**config.mk**
```make
export PLATFORM = sky130hd
export DESIGN_NAME = bus_cycle_ctrl
export DESIGN_NICKNAME = d
export VERILOG_FILES = /design/src/rtl/bus_cycle_ctrl.sv
export SDC_FILE = /design/constraint.sdc
export NUM_CORES = 1
export LEC_CHECK = 0
export ABC_CLOCK_PERIOD_IN_PS = 2500
export CORE_MARGIN = 2
export CORE_UTILIZATION = 30
export DETAILED_ROUTE_END_ITERATION = 8
export PLACE_DENSITY = 0.46
export SYNTH_ARGS = -nofsm -noshare
export SYNTH_HDL_FRONTEND = slang
export SYNTH_SLANG_ARGS = --single-unit
```
**constraint.sdc**
```tcl
create_clock -name clk -period 2.5 [get_ports clk]
set_input_delay 0.75 -clock clk [delete_from_list [all_inputs] [get_ports clk]]
set_output_delay 0.75 -clock clk [all_outputs]
set_load 0.03 [all_outputs]
```
**src/rtl/bus_cycle_ctrl.sv**
```systemverilog
// 68000 bus cycle sequencer: enables memmap, samples its one-hot chip selects,
// inserts per-region wait states and terminates with DTACK or BERR.
module bus_cycle_ctrl #(
  parameter int unsigned ROM_WAIT  = 2,
  parameter int unsigned RAM_WAIT  = 1,
  parameter int unsigned IO_WAIT   = 4,
  parameter int unsigned GFX_WAIT  = 3,
  parameter int unsigned CTRL_WAIT = 0,
  parameter int unsigned TIMEOUT   = 64
) (
  input  logic       clk,
  input  logic       reset,
  input  logic       as_n,
  input  logic       uds_n,
  input  logic       lds_n,
  input  logic [7:0] cs_in,
  input  logic       io_ready_n,
  output logic       map_enable,
  output logic       dtack_n,
  output logic       berr_n,
  output logic       busy
);

  typedef enum logic [2:0] {
    S_IDLE,
    S_DECODE,
    S_WAIT,
    S_ACK,
    S_FAULT
  } state_t;

  state_t     r_state, w_next;
  logic [7:0] r_wait, w_wait_next;
  logic [7:0] r_tmo, w_tmo_next;
  logic       r_is_io, w_is_io_next;
  logic       w_start;
  logic       w_timeout;
  logic       w_region_ok;
  logic [7:0] w_sel_wait;

  assign w_start   = !as_n && (!uds_n || !lds_n);
  assign w_timeout = (r_tmo == 8'(TIMEOUT - 1));

  // Only exact one-hot selects of bits 7..1 are legal; everything else faults.
  always_comb begin
    w_region_ok = 1'b1;
    w_sel_wait  = '0;
    case (cs_in)
      8'b1000_0000: w_sel_wait = 8'(CTRL_WAIT);
      8'b0100_0000: w_sel_wait = 8'(GFX_WAIT);
      8'b0010_0000: w_sel_wait = 8'(IO_WAIT);
      8'b0001_0000: w_sel_wait = 8'(CTRL_WAIT);
      8'b0000_1000,
      8'b0000_0100: w_sel_wait = 8'(RAM_WAIT);
      8'b0000_0010: w_sel_wait = 8'(ROM_WAIT);
      default:      w_region_ok = 1'b0;
    endcase
  end

  always_ff @(posedge clk or posedge reset) begin
    if (reset) begin
      r_state <= S_IDLE;
      r_wait  <= '0;
      r_tmo   <= '0;
      r_is_io <= 1'b0;
    end else begin
      r_state <= w_next;
      r_wait  <= w_wait_next;
      r_tmo   <= w_tmo_next;
      r_is_io <= w_is_io_next;
    end
  end

  always_comb begin
    w_next       = r_state;
    w_wait_next  = r_wait;
    w_tmo_next   = r_tmo;
    w_is_io_next = r_is_io;
    case (r_state)
      S_IDLE: begin
        w_wait_next = '0;
        w_tmo_next  = '0;
        if (w_start) begin
          w_next     = S_DECODE;
          // The start edge itself counts toward the timeout.
          w_tmo_next = 8'd1;
        end
      end
      S_DECODE: begin
        w_tmo_next = r_tmo + 8'd1;
        if (as_n) begin
          w_next = S_IDLE;
        end else if (w_timeout || !w_region_ok) begin
          w_next = S_FAULT;
        end else if (w_sel_wait == '0) begin
          w_next = S_ACK;
        end else begin
          w_next       = S_WAIT;
          w_wait_next  = w_sel_wait;
          w_is_io_next = cs_in[5];
        end
      end
      S_WAIT: begin
        w_tmo_next = r_tmo + 8'd1;
        if (as_n) begin
          w_next = S_IDLE;
        end else if (w_timeout) begin
          w_next = S_FAULT;
        end else if (r_wait > 8'd1) begin
          w_wait_next = r_wait - 8'd1;
        end else if (!r_is_io || !io_ready_n) begin
          w_next = S_ACK;
        end
      end
      S_ACK, S_FAULT: begin
        if (as_n) w_next = S_IDLE;
      end
      default: w_next = S_IDLE;
    endcase
  end

  assign map_enable = (r_state == S_DECODE) || (r_state == S_WAIT) || (r_state == S_ACK);
  assign dtack_n    = (r_state != S_ACK);
  assign berr_n     = (r_state != S_FAULT);
  assign busy       = (r_state != S_IDLE);

endmodule

```
==> results.sh <==
export IMPL_crit_start="r_state[0]$_DFFE_PP0P_"
export IMPL_slew_violations=0
export IMPL_p_comb_frac=0.272
export IMPL_max_freq_mhz=419
export IMPL_yosysWarnings=0
export IMPL_powerDensity_mw_per_mm2=439
export IMPL_drtPass1Iterations=4
export IMPL_max_vdd_ir_drop_uv=299
export IMPL_crit_type="reg -> out"
export IMPL_dpl_cell_area_mm2=0.00181
export IMPL_busiest_layer="met2"
export IMPL_path_max_fanout=15
export IMPL_fp_dieH_um=73.1
export IMPL_fin_crit_sh=0.954
export IMPL_hold_viol=0
export IMPL_yosysSeqAreaShare=0.349
export IMPL_fin_skew_ps=6.51
export IMPL_start_util=0.307
export IMPL_max_stage_delay_ps=670
export IMPL_power_leakage_nw=0.827
export IMPL_numCtsBuffers=3
export IMPL_drc_errors=0
export IMPL_synth_edf_count=0
export IMPL_synth_top_family_by_area="simple AND/OR/NAND/NOR gates"
export IMPL_rows=25
export IMPL_min_period_ps=2380
export IMPL_dp_slack_ps=-83.6
export IMPL_fin_hold_ws_ps=505
export IMPL_wirelength_um=3540
export IMPL_power_share_switching=0.289
export IMPL_p_seq_frac=0.420
export IMPL_syn_nets=186
export IMPL_fillers=474
export IMPL_postRouteAntennaNets=0
export IMPL_cp_top_family="buffers and inverters"
export IMPL_required_ps=1750
export IMPL_ys_ff_latch=20
export IMPL_synth_compound_area_frac=0.212
export IMPL_p_clk_frac=0.308
export IMPL_async_flop_share=1.00
export IMPL_synthAdderAreaFrac=0.0332
export IMPL_root_buffer="clkbuf_8"
export IMPL_fin_nets=222
export IMPL_drv_cap=0
export IMPL_worstHoldStart="r_tmo[5]$_DFFE_PP0P_"
export IMPL_die_x_um=73.1
export IMPL_clk_pin_slew_ps=80
export IMPL_grt_pass1_wl_um=5940
export IMPL_cts_buffer_depth=2
export IMPL_htree_num_levels=1
export IMPL_avgSynthCellArea_um2=8.48
export IMPL_dpl_hpwl_um=2720
export IMPL_synth_xor_area_frac=0.0489
export IMPL_min_path_type="reg -> reg"
export IMPL_grt_usage=0.142
export IMPL_core_area_mm2=0.00466
export IMPL_r2r_start="r_tmo[0]$_DFFE_PP0P_"
export IMPL_ios=18
export IMPL_use_met1=0.184
export IMPL_finalPower_uw=822
export IMPL_setup_viol=0
export IMPL_drt_iter0_markers=33
export IMPL_grt_ovfl_total=0
export IMPL_vias_per_cell=5.24
export IMPL_synth_simple_area_share=0.282
export IMPL_num_vias=1353
export IMPL_maxSlewHeadroom=0.708
export IMPL_synth_top_area_cell="dfrtp_1"
export IMPL_synth_area_mm2=0.00143
export IMPL_internal_power_uw=585
export IMPL_grt_setup_unrepaired="no"
export IMPL_portBuffers=17
export IMPL_grt_max_degree=21
export IMPL_synthFlopType="dfrtp_1"
export IMPL_worst_ep_arrival_time_ps=1630
export IMPL_area_growth_pct=30.7
export IMPL_synthTopCellsByArea="dfrtp_1, a21oi_1, nor2_1"
export IMPL_synth_top_cell_area_share=0.349
export IMPL_outcome="finished clean"
export IMPL_cts_tree="built"
export IMPL_muxShareOfSynthArea=0.0323
export IMPL_path_cells="buf_4 -> nor2_1 -> nor2_1 -> clkdlybuf4s50_1"
export IMPL_dieArea_mm2=0.00534
export IMPL_cts_hold_buf=0
export IMPL_wire_per_inst_um=13.7
export IMPL_critical_path_endpoint_type="output port"
export IMPL_gp_congestion=0.861
export IMPL_met3_usage=0.0331
export IMPL_cp_slowest_cell="clkdlybuf4s50_1"
export IMPL_max_slew_worst_pin_slew_ps=434
export IMPL_drive_above_1_share=0.181
export IMPL_start_kind="register"
export IMPL_setup_slack_ps=115
export IMPL_synth_distinct_cells=48
export IMPL_grt_antenna_before_repair=0
export IMPL_insertion_delay_ps=260
export IMPL_grt_pass1_vias=1271
export IMPL_design_area_mm2=0.00187
export IMPL_netlist_instances=169
export IMPL_cts_sinks=20
export IMPL_crit_top_cell="nor2_1"
export IMPL_path_buf_inv=2
export IMPL_diodes=0
export IMPL_grt_util_met2=0.239
export IMPL_p_switching_uw=238
## sequential cells by signal, indices dropped and copies added (netlist names)
register,flops
r_state,3
r_tmo,8
r_wait,8
r_is_io,1
## metrics by stage
step           cells  TNS [ps]  utilization
2_1_floorplan    169         0            -
6_report         258         0        0.402
5_1_grt          258         0        0.402
3_5_place_dp     254      -280        0.389
4_1_cts          258         0        0.401
3_3_place_gp     254     -43.7        0.389
## logic make-up (layout without fill, tap and decap cells)
group	after synthesis	after routing
XOR/XNOR	8	8
AND/OR/NAND/NOR	74	74
adder cells (fa/ha/maj)	4	4
buffers and inverters	14	49
AO/OA/AOI/OAI	45	45
flip-flops	20	20
multiplexers	4	4
## layout make-up
type / instances / area [um^2] / area share
inverters: 5 / 18.8 / 0.0100
well taps: 54 / 67.6 / 0.0361
multi-input cells: 135 / 872 / 0.466
clock buffers: 4 / 55.1 / 0.0294
flip-flops and latches: 20 / 500 / 0.267
repair buffers: 40 / 358 / 0.191
## what timing repair did
action	4_1_cts	5_1_grt
setup endpoints to repair	0	1
resized for setup	0	1
setup buffers	0	0
## power by group through the flow
stage,sequential (mW),combinational [mW],clock (mW)
global route,0.347,0.247,0.278
finish,0.345,0.224,0.253
detailed placement,0.352,0.226,0
CTS,0.345,0.227,0.263
floorplan,0.348,0.125,0
global placement,0.351,0.223,0
## path summary, 6_finish.rpt
| kind | depth (start not counted) | slack (ps) | end |
|---|---|---|---|
| max in group asynchronous | 3 | 1460 | r_tmo[4]$_DFFE_PP0P_ |
| max | 4 | 120 | map_enable |
| max reg2reg | 6 | 350 | r_wait[0]$_DFFE_PP0P_ |
| min in group asynchronous | 3 | 820 | r_wait[2]$_DFFE_PP0P_ |
| min | 2 | 510 | r_tmo[5]$_DFFE_PP0P_ |
| min reg2reg | 2 | 510 | r_tmo[5]$_DFFE_PP0P_ |
## worst min-delay path: cells and delay by family (launching register included)
kind,cells,cell delay [ps]
flip-flops,1,340
AO/OA/AOI/OAI,1,50
AND/OR/NAND/NOR,1,80
## Yosys cell counts, drive strengths merged, types with 2 or more instances
cell,number
dfrtp,20
xnor2,2
o21a,3
and4b,2
or3,2
a211o,2
buf,2
nor2b,3
a31oi,5
mux2,2
o21ai,7
nand3b,2
nor4,2
xor2,6
ha,3
nand2,15
mux2i,2
a221o,2
a211oi,2
nand4,2
nor3,9
clkbuf,7
inv,5
nor3b,5
nor2,20
nand3,6
a21oi,15
## cells in the final DEF (no fill, tap or decap), drive strengths merged, types with 2 or more instances in the layout
cell,n
mux2,2
a221o,2
xor2,6
nor2,20
clkbuf,4
and4b,2
a211o,2
nor3b,5
dfrtp,20
nor4,2
nor3,9
nand3b,2
a211oi,2
nand3,6
buf,23
or3,2
a21oi,15
a31oi,5
inv,5
mux2i,2
o21a,3
nand4,2
o21ai,7
nand2,15
clkdlybuf4s50,16
nor2b,3
xnor2,2
ha,3
## routing by layer
layer | routed length, um | share of wire
met2 | 1720 | 0.49
met1 | 1670 | 0.47
met5 | 0 | 0
met3 | 115 | 0.033
met4 | 32 | 0.0091
No activity file was read; power rests on OpenSTA's default activity.
